--- src/rtl/adc_sched_pkg.sv ---
// adc_sched_pkg: shared FSM/grant types and XADC DRP addresses for the DRP scheduler
package adc_sched_pkg;
   typedef enum logic [1:0] {IDLE, ISSUE, WAIT_RDY, DONE} state_t;
   typedef enum logic {GNT_CPU, GNT_SAMP} grant_t;
   localparam logic [6:0] ADDR_VAUX15  = 7'h1F;
   localparam logic [6:0] ADDR_CONFIG0 = 7'h40;
   localparam logic [6:0] ADDR_CONFIG1 = 7'h41;
endpackage

--- src/rtl/adc_sample_timer.sv ---
// adc_sample_timer: free-running SAMPLE_DIV divider, 1-cycle tick at terminal count
module adc_sample_timer #(
   parameter int unsigned SAMPLE_DIV = 100_000
) (
   input  logic clk,
   input  logic reset,
   output logic tick
);
   localparam int W = $clog2(SAMPLE_DIV);
   logic [W-1:0] cnt;
   assign tick = cnt == W'(SAMPLE_DIV - 1);
   always_ff @(posedge clk or negedge reset)
      if (!reset) cnt <= '0;
      else cnt <= tick ? '0 : cnt + 1'b1;
endmodule

--- src/rtl/adc_drp_scheduler.sv ---
// adc_drp_scheduler: shares the XADC DRP between a periodic VAUX15 sampler and CPU MMIO accesses.
// Define ADC_AVG_EN to average 2**AVG_LOG2 good conversions per sample update.
module adc_drp_scheduler
   import adc_sched_pkg::*;
#(
   parameter int unsigned SAMPLE_DIV = 100_000,
   parameter logic [6:0]  CHAN_ADDR  = ADDR_VAUX15,
   parameter int unsigned TIMEOUT    = 255
`ifdef ADC_AVG_EN
   , parameter int unsigned AVG_LOG2 = 4
`endif
) (
   input  logic        clk,
   input  logic        reset,
   input  logic        cpu_req,
   input  logic        cpu_we,
   input  logic [6:0]  cpu_addr,
   input  logic [15:0] cpu_wdata,
   output logic        cpu_ack,
   output logic [15:0] cpu_rdata,
   output logic        cpu_err,
   output logic        drp_den,
   output logic        drp_dwe,
   output logic [6:0]  drp_daddr,
   output logic [15:0] drp_di,
   input  logic [15:0] drp_do,
   input  logic        drp_drdy,
   output logic [11:0] sample,
   output logic        sample_valid,
   output logic        sample_overrun,
   output logic        busy
);
   localparam logic [7:0] TO_LAST = 8'(TIMEOUT - 1);
   state_t state, nstate;
   grant_t gnt, last_grant, pick;
   logic tick, samp_pend, take, sgrant, we_q, err_q, good;
   logic [6:0] addr_q;
   logic [15:0] wdata_q, data_q;
   logic [7:0] wcnt;
   adc_sample_timer #(.SAMPLE_DIV(SAMPLE_DIV)) u_timer (.clk(clk), .reset(reset), .tick(tick));
   assign drp_daddr = addr_q;
   assign drp_di = wdata_q;
   always_comb begin
      pick = (cpu_req && samp_pend) ? (last_grant == GNT_CPU ? GNT_SAMP : GNT_CPU)
                                    : (samp_pend ? GNT_SAMP : GNT_CPU);
      take = state == IDLE && (cpu_req || samp_pend);
      sgrant = take && pick == GNT_SAMP;
      nstate = state;
      case (state)
         IDLE:     if (take) nstate = ISSUE;
         ISSUE:    nstate = WAIT_RDY;
         WAIT_RDY: if (drp_drdy || wcnt == TO_LAST) nstate = DONE;
         default:  nstate = IDLE;
      endcase
      drp_den = state == ISSUE;
      drp_dwe = drp_den && we_q;
      cpu_ack = state == DONE && gnt == GNT_CPU;
      cpu_err = cpu_ack && err_q;
      cpu_rdata = (cpu_ack && !err_q) ? data_q : '0;
      good = state == DONE && gnt == GNT_SAMP && !err_q;
      busy = state != IDLE;
   end
   always_ff @(posedge clk or negedge reset)
      if (!reset) state <= IDLE;
      else state <= nstate;
   always_ff @(posedge clk or negedge reset)
      if (!reset) begin
         gnt <= GNT_CPU;
         last_grant <= GNT_CPU;
         we_q <= 1'b0;
         addr_q <= '0;
         wdata_q <= '0;
         data_q <= '0;
         err_q <= 1'b0;
         wcnt <= '0;
         samp_pend <= 1'b0;
         sample_overrun <= 1'b0;
      end else begin
         if (take) begin
            gnt <= pick;
            we_q <= pick == GNT_CPU && cpu_we;
            addr_q <= pick == GNT_CPU ? cpu_addr : CHAN_ADDR;
            wdata_q <= pick == GNT_CPU ? cpu_wdata : '0;
         end
         // a tick coinciding with the sampler grant re-arms pend without counting as overrun
         samp_pend <= tick || (samp_pend && !sgrant);
         if (tick && samp_pend && !sgrant) sample_overrun <= 1'b1;
         wcnt <= state == WAIT_RDY ? wcnt + 8'd1 : 8'd0;
         if (state == WAIT_RDY) begin
            err_q <= !drp_drdy;
            if (drp_drdy) data_q <= drp_do;
         end
         if (state == DONE) last_grant <= gnt;
      end
`ifdef ADC_AVG_EN
   logic [11+AVG_LOG2:0] acc, acc_n;
   logic [AVG_LOG2-1:0] n;
   assign acc_n = acc + {{AVG_LOG2{1'b0}}, data_q[15:4]};
   always_ff @(posedge clk or negedge reset)
      if (!reset) begin
         acc <= '0;
         n <= '0;
         sample <= '0;
         sample_valid <= 1'b0;
      end else begin
         sample_valid <= good && &n;
         if (good) begin
            n <= n + 1'b1;
            acc <= &n ? '0 : acc_n;
            if (&n) sample <= acc_n[11+AVG_LOG2:AVG_LOG2];
         end
      end
`else
   always_ff @(posedge clk or negedge reset)
      if (!reset) begin
         sample <= '0;
         sample_valid <= 1'b0;
      end else begin
         sample_valid <= good;
         if (good) sample <= data_q[15:4];
      end
`endif
endmodule

--- config.mk ---
export PLATFORM = sky130hd
export DESIGN_NAME = adc_drp_scheduler
export DESIGN_NICKNAME = d
export VERILOG_FILES = /design/src/rtl/adc_sched_pkg.sv /design/src/rtl/adc_sample_timer.sv /design/src/rtl/adc_drp_scheduler.sv
export SDC_FILE = /design/constraint.sdc
export NUM_CORES = 1
export LEC_CHECK = 0
export ABC_CLOCK_PERIOD_IN_PS = 2500
export BUFFER_PORTS_ARGS = -buffer_cell sky130_fd_sc_hd__buf_2
export CORE_UTILIZATION = 50
export CTS_BUF_LIST = sky130_fd_sc_hd__clkbuf_4 sky130_fd_sc_hd__clkbuf_8
export DETAILED_ROUTE_END_ITERATION = 16
export PLACE_DENSITY = 0.81
export SLEW_MARGIN = 20
export SYNTH_ARGS = -nofsm -noshare
export SYNTH_HDL_FRONTEND = slang
export SYNTH_SLANG_ARGS = --single-unit
--- constraint.sdc ---
create_clock -name clk -period 2.5 [get_ports clk]
set_input_delay 0.5 -clock clk [delete_from_list [all_inputs] [get_ports clk]]
set_output_delay 0.5 -clock clk [all_outputs]
set_load 0.05 [all_outputs]
### After elaboration in Yosys (flattened, before gate mapping)

Index checks and enable logic that the tools add are counted.
Widths: inputs -> output; s select.

* register bits: 85
* latch bits: 0
* RAM bits: 0
* bits in read-only memories: 0
* word-level logic and storage cells: 59
* memories: 0

* $add $sub $neg: 2
* multipliers: 0
* divide/modulo/power cells: 0
* magnitude comparators: 0
* eq/ne operators: 7
* shift operators: 0
* multiplexer cells: 11
* bitwise operators: 2
* reduce and logical (&&, ||, !) cells: 23

Operator list (number)
* $mux 16: 2
* $add 17x1->17 const B: 1
* $eq 17x17->1 const B: 1
* $mux 17: 1
* $logic_and 1x1->1: 13
* $add 8x1->8 const B: 1
* $eq 8x8->1 const B: 1
* $mux 8: 1
* $mux 7: 1
* $pmux 2 s3: 1
* $eq 2x2->1 const B: 2
* $mux 2: 2
* $ne 2x2->1 const B: 2
* $reduce_and 2->1: 2
* $logic_not 1->1: 3
* $logic_or 1x1->1: 3
* $mux 1: 3
* $eq 2x1->1 const B: 1
* $logic_not 2->1: 1
* $not 1->1: 2
* $reduce_bool 2->1: 1

### Longest topological paths before layout

Gate-level depths: netlist of the first run.

* depth after elaboration: 6
* depth in mapped cells: 6
* mapped depth without buffers: 6

### Hierarchy

A second synthesis of the first run with hierarchy kept.

* cells, all modules: 288
* area, all modules: 3619.7 µm²

By module, submodules not included
* adc_drp_scheduler: times used 1, cells each 214, area an instance 2826.5 µm², seq. area each 1701.6 µm²
* adc_sample_timer: times used 1, cells each 74, area an instance 793.3 µm², seq. area each 425.4 µm²

### Worst setup path before layout of the first run

Ideal clock, no wire load.

* kind: reg-to-output
* start: register state[0]
* end: output port cpu_rdata[10]
* arrival: 2.340 ns
* setup slack: -0.340 ns
* cell stages (with the launch flop): 6
* path through: dfrtp_1 ha_1 nor2b_1 nor2b_1 clkbuf_1 and2_1

* cells in the longest elaborated chain, start to end: 4

Ends and longest elaborated chain
* from (decl): line adc_drp_scheduler.sv:34 `state_t state, nstate;`
* from (signal assigned): line adc_drp_scheduler.sv:65 `else state <= nstate;`
* $eq 2x2->1: line adc_drp_scheduler.sv:57 `cpu_ack = state == DONE && gnt == GNT_CPU;`
* $logic_and 1x1->1: line adc_drp_scheduler.sv:57
* via cpu_ack: line adc_drp_scheduler.sv:19 `output logic cpu_ack,`
* $logic_and 1x1->1: line adc_drp_scheduler.sv:59 `cpu_rdata = (cpu_ack && !err_q) ? data_q : '0;`
* $mux 16: line adc_drp_scheduler.sv:59
* to (decl): line adc_drp_scheduler.sv:20 `output logic [15:0] cpu_rdata,`

The timed path passes the listed nets, and every way through them passes these cells.

### Final worst setup path of the first run

* start: register state[0]
* end: output port cpu_rdata[2]

* cells in the longest elaborated chain, start to end: 4

Ends and longest elaborated chain (line)
* $eq 2x2->1: adc_drp_scheduler.sv:57
* $logic_and 1x1->1: adc_drp_scheduler.sv:57
* $logic_and 1x1->1: adc_drp_scheduler.sv:59
* $mux 16: adc_drp_scheduler.sv:59

Every way passes these cells.

==> results.py, run 1 <==
metrics = {
    "grt": {
        "grt_pass1_wl_um": 11600,
        "gr-usage-met3_pct": 5.71,
        "grt_use_met1_pct": 24.2,
        "grt_pass1_vias": 2519,
        "grt_max_degree": 47,
        "antenna_found_initial": 0,
        "grt_use_total_pct": 20.5,
        "overflow": 0,
        "grt_busiest_layer": "met2",
        "grt_use_met2_pct": 35.6,
    },
    "clock_tree": {
        "clk_latency_ns": 0.36,
        "cts.sinks": 85,
        "cts_tree": "built",
        "post_cts_buffers": 0,
        "numCtsBuffers": 9,
        "cts_htree_levels": 3,
        "clockRootBuffer": "clkbuf_8",
        "path_clk_slew_ns": 0.09,
        "cts_buffer_depth": 2,
    },
    "critical_path": {
        "rr_worst_depth": 5,
        "cp.required_ns": 2.00,
        "start_kind": "register",
        "critPathBufInv": 2,
        "end_kind": "primary output",
        "cp_max_fo": 16,
        "critPathMaxStageDelay_ns": 0.41,
        "path_delay_family": "buffers and inverters",
        "critical_path_arrival_ns": 1.89,
        "path_cells": "ha_2 > nor2b_4 > nor2b_1 > buf_4 > and2_1 > buf_2",
        "crit_cells": 6,
        "crit_type": "reg2out",
        "slowest_stage": "dfrtp_1",
    },
    "timing": {
        "slew_violations": 0,
        "period_share_pct": 95.7,
        "clock_skew_ns": 0.0114,
        "timing.fmax_ghz": 0.418,
        "rsz0062_at_grt": "no",
        "setup_viol": 0,
        "setup-tns-final_ns": 0,
        "finalHoldViolCount": 0,
        "fin_hold_ws_ns": 0.111,
        "fin_crit_ns": 2.39,
        "worst_pin_slew_ns": 0.519,
        "max_slew_margin_pct": 65.4,
    },
    "final_layout": {
        "multiInputGateArea_um2": 1390,
        "syn_to_final_growth_pct": 25.0,
        "register_area_um2": 2130,
        "final_cells": 492,
        "diodes": 0,
        "drive_gt1_share_pct": 39.6,
        "fin_nets": 442,
        "fill_cells": 547,
    },
    "placed_design": {
        "gp_congestion": 0.782,
        "dp_cells": 476,
        "hpwl_um": 5040,
        "port_buffers": 101,
    },
    "floorplanning": {
        "die_area_um2": 7490,
        "fp.dieW_um": 86.5,
        "initial_core_util_pct": 52.3,
        "rows": 30,
        "die_h_um": 86.5,
        "core_um2": 6830,
        "ios": 102,
    },
    "drt": {
        "wire_per_inst_um": 14.2,
        "final_antenna_net_count": 0,
        "wl_um": 7000,
        "drc": 0,
        "vias_per_cell": 5.14,
        "drtIter0Drc": 104,
        "drt-pass1-iter-count": 4,
        "vias": 2527,
    },
    "logic_synthesis": {
        "synth.top_cells.by_count": "dfrtp_1 (85), mux2_2 (29), and2_1 (25)",
        "avgSynthCellArea_um2": 12.7,
        "ys_seq_area_share_pct": 59.5,
        "synth_area_leader_cell": "dfrtp_1",
        "synth-edff-count": 0,
        "synth_flop_cell": "dfrtp_1",
        "synthCells": 282,
        "synth_cell_type_count": 34,
        "synth_area_leaders": "dfrtp_1 (60%), mux2_2 (9.1%), a22o_1 (4.9%)",
        "yosysMostFrequentCell": "dfrtp_1",
        "syn_area_um2": 3570,
        "synth_top_area_share_pct": 59.5,
        "synth-seq-cells": 85,
        "async_reset_ff_share_pct": 100,
        "synth_warnings": 0,
        "syn_nets": 333,
    },
    "run": {
        "drv_cap": 0,
    },
    "power_and_ir_drop": {
        "p_per_area_nw_per_um2": 1210,
        "p_sw_mw": 2.38,
        "p_leak_nw": 2.25,
        "switching_share_pct": 43.9,
        "power_frac_comb_pct": 43.8,
        "p_int_mw": 3.04,
        "finalPower_mw": 5.42,
        "pwr-share-seq_pct": 37.9,
        "pwr-share-clk_pct": 18.3,
        "vdd_drop_max_v": 0.000814,
    },
    "hold_path": {
        "hp-class": "in2async",
    },
    "status": {
        "status": "finished, final reports clean",
    },
}
-- sequential cells by signal, summed over array words and instances, names as in the netlist, 2 cells and up --
name,flops
u_timer.cnt,17
data_q,16
drp_di,16
sample,12
wcnt,8
drp_daddr,7
state,2
-- worst register-to-register path, cell delays in order (launching register included) --
cell and delay, ns:
dfrtp_1 0.41, or4_1 0.54, or4_1 0.43, nor4_2 0.21, buf_4 0.20, and2b_1 0.18
-- cells by family (layout without fill, tap and decap cells) --
family / count (synthesis) / in the layout / share of synthesized area [%]
adder cells (fa/ha/maj): 7 / 7 / 2.45
AND/OR/NAND/NOR: 86 / 86 / 13.5
AO/OA/AOI/OAI: 37 / 37 / 8.51
multiplexers: 29 / 29 / 9.14
flip-flops: 85 / 85 / 59.5
XOR/XNOR: 20 / 20 / 4.90
buffers and inverters: 18 / 132 / 2.00
-- power groups by stage --
stage               clock network, mW  logic (mW)  registers (mW)
detailed placement                  0        2.40            2.07
floorplan                           0       0.979            2.88
global placement                    0        2.34            2.05
global route                     1.08        2.52            2.11
CTS                              1.02        2.40            2.05
finish                          0.993        2.38            2.05
-- metal layers --
layer,routed length [um],vias to the layer above
met5,0,-
met4,126,0
met3,315,11
met2,3550,64
met1,3010,1239
li1,-,1213
-- cell type report --
cell class / count / area share [%]
sequential: 85 / 47.6
tap: 96 / 2.69
timing repair buffer: 108 / 13.3
multi-input combinational: 179 / 31.0
clock inverter: 6 / 1.57
inverter: 8 / 0.672
clock buffer: 10 / 3.08
-- path summary, 6_finish.rpt --
| check | from | to | slack, ns |
|---|---|---|---|
| min in group clk | cpu_addr[4] | drp_daddr[4] | 0.34 |
| max in group asynchronous | reset | drp_di[3] | 1.77 |
| max | state[0] | cpu_rdata[2] | 0.11 |
| max reg2reg | u_timer.cnt[11] | u_timer.cnt[1] | 0.44 |
| min reg2reg | u_timer.cnt[0] | u_timer.cnt[0] | 0.50 |
| min | reset | sample[6] | 0.11 |
-- per-stage QoR --
step	setup WS (ns)	util [%]	instance area (um2)
detailed placement	0.466	62.0	4230
floorplan	0.119	-	3580
global placement	0.508	62.0	4230
finish	0.108	65.4	4470
CTS	0.0452	65.0	4440
global route	0.00153	65.4	4470
-- placed cells by master (no fill, tap or decap), drive strengths merged, types with 2 or more instances in the layout --
master    instances
or2               2
nand4             7
a22o             20
clkinvlp          3
nand2            13
or4               2
nor2b             4
nor4              3
nor2             11
ha                7
o21ai             2
xor2              9
xnor2            11
clkbuf           19
inv              10
buf              99
nand3            10
and4              4
o22a              5
mux2             29
a21oi             3
dfrtp            85
and2             25
nor3              3
a21o              2
-- repair_timing --
item,4_1_cts,5_1_grt
hold buffers,0,0
resized for setup,0,10
endpoints found under the hold margin,0,0
setup endpoints to repair,0,16
No activity file was read; power rests on OpenSTA's default activity.
==> inputs of run 2 (changes only) <==
--- a/config.mk
+++ b/config.mk
@@ -10,7 +10,9 @@
 export CORE_UTILIZATION = 50
 export CTS_BUF_LIST = sky130_fd_sc_hd__clkbuf_4 sky130_fd_sc_hd__clkbuf_8
 export DETAILED_ROUTE_END_ITERATION = 16
+export MAX_ROUTING_LAYER = met4
 export PLACE_DENSITY = 0.81
+export RECOVER_POWER = 25
 export SLEW_MARGIN = 20
 export SYNTH_ARGS = -nofsm -noshare
 export SYNTH_HDL_FRONTEND = slang
==> results.py, run 2 (synthesis gave the netlist of run 1 again) <==
metrics = {
    "critical_path": {
        "end_kind": "primary output",
        "start_kind": "register",
        "slowest_stage": "dfrtp_1",
        "crit_type": "reg2out",
        "path_cells": "ha_2 > nor2b_4 > nor2b_1 > buf_4 > and2_1 > buf_2",
        "critical_path_arrival_ns": 1.89,
        "critPathMaxStageDelay_ns": 0.42,
        "cp.required_ns": 2.00,
        "cp_max_fo": 16,
    },
    "final_layout": {
        "regMostFlops": "u_timer.cnt",
        "drive_gt1_share_pct": 39.6,
        "diodes": 0,
        "syn_to_final_growth_pct": 24.5,
        "layout_common_cells": "buf_2 (91), dfrtp_1 (85), mux2_2 (29), and2_1 (25), a22o_1 (20)",
        "largest_reg_flops": 17,
        "final_common_cell": "buf_2",
        "fin_nets": 442,
    },
    "timing": {
        "clock_skew_ns": 0.0126,
        "timing.fmax_ghz": 0.418,
        "fin_crit_ns": 2.39,
        "rsz0062_at_grt": "no",
        "finalHoldViolCount": 0,
        "slew_violations": 0,
        "setup_viol": 0,
        "period_share_pct": 95.7,
        "fin_hold_ws_ns": 0.299,
        "setup-tns-final_ns": 0,
        "max_slew_margin_pct": 27.2,
        "worst_pin_slew_ns": 1.09,
    },
    "clock_tree": {
        "numCtsBuffers": 9,
        "clk_latency_ns": 0.36,
        "path_clk_slew_ns": 0.09,
        "cts_htree_levels": 3,
        "holdBufCountCts": 0,
        "cts.sinks": 85,
        "clockRootBuffer": "clkbuf_8",
        "cts_tree": "built",
        "cts_buffer_depth": 2,
    },
    "drt": {
        "drtIter0Drc": 126,
        "vias": 2526,
        "drc": 0,
        "final_antenna_net_count": 0,
        "drt-pass1-iter-count": 4,
        "wl_um": 7030,
        "vias_per_cell": 5.13,
        "wire_per_inst_um": 14.3,
    },
    "grt": {
        "overflow": 0,
        "grt_pass1_vias": 2515,
        "grt_pass1_wl_um": 11600,
        "antenna_found_initial": 0,
        "grt_use_total_pct": 21.2,
        "grt_max_degree": 47,
    },
    "hold_path": {
        "hp-class": "in2async",
    },
    "floorplanning": {
        "initial_core_util_pct": 52.3,
        "die_area_um2": 7490,
        "rows": 30,
        "die_h_um": 86.5,
        "fp.dieW_um": 86.5,
        "core_um2": 6830,
        "ios": 102,
    },
    "power_and_ir_drop": {
        "p_leak_nw": 2.24,
        "vdd_drop_max_v": 0.000813,
        "p_per_area_nw_per_um2": 1220,
    },
    "placed_design": {
        "gp_congestion": 0.793,
        "port_buffers": 101,
        "hpwl_um": 5040,
    },
    "status": {
        "status": "finished, final reports clean",
    },
    "run": {
        "drv_cap": 0,
    },
}
-- run 2: changes by cell type in the layout (fill, tap and decap cells not counted) --
cell      change
clkbuf_2      +2
buf_12        -1
buf_4         -1
-- run 2: power by group --
group | total, mW | switching (mW) | internal [mW]
clock | 0.991 | 0.496 | 0.495
combinational | 2.37 | 1.63 | 0.745
sequential | 2.06 | 0.256 | 1.80
-- run 2: through the flow --
stage,total power [mW],util [%],instances,area (um2),worst slack [ns]
6_report,5.42,65.1,492,4450,0.106
5_1_grt,5.71,65.1,492,4450,0.00306
4_1_cts,5.47,65.0,492,4440,0.0452
3_5_place_dp,4.47,62.0,476,4230,0.466
3_3_place_gp,4.38,62.0,476,4230,0.508
2_1_floorplan,3.86,-,282,3580,0.119
-- run 2: timing repair --
| action | 4_1_cts | 5_1_grt |
|---|---|---|
| setup endpoints to repair | 0 | 16 |
| setup buffers | 0 | 0 |
| resized for setup | 0 | 10 |
-- run 2: layout make-up --
cell class / count / area, um2
fill: 548 / 2380
sequential: 85 / 2130
multi-input combinational: 179 / 1390
timing repair buffer: 108 / 578
clock buffer: 10 / 138
tap: 96 / 120
clock inverter: 6 / 70.1
inverter: 8 / 30.0
-- run 2: layer usage --
| metal | global-route usage (%) | wire length [um] | vias to the layer above |
|---|---|---|---|
| met2 | 35.5 | 3500 | 62 |
| met5 | - | 0 | - |
| met4 | 8.94 | 136 | 0 |
| li1 | - | - | 1214 |
| met1 | 24.6 | 3120 | 1238 |
| met3 | 4.95 | 278 | 12 |
-- run 2: final timing paths --
| path | from | endpoint | slack [ns] | cells past startpoint |
|---|---|---|---|---|
| worst min register to register | u_timer.cnt[0] | u_timer.cnt[0] | 0.50 | 1 |
| worst min-delay path | reset | sample[6] | 0.30 | 1 |
| min in group clk | cpu_addr[4] | drp_daddr[4] | 0.35 | 2 |
| worst max-delay path | state[0] | cpu_rdata[2] | 0.11 | 6 |
| worst max register to register | u_timer.cnt[12] | u_timer.cnt[1] | 0.44 | 5 |
| max in group asynchronous | reset | drp_di[3] | 0.59 | 2 |
-- run 2: critical path, delay by kind of cell (launching register included) --
family                   cells  cell delay (ns)
buffers and inverters        2             0.45
AND/OR/NAND/NOR              3             0.44
flip-flops                   1             0.42
adder cells (fa/ha/maj)      1             0.23
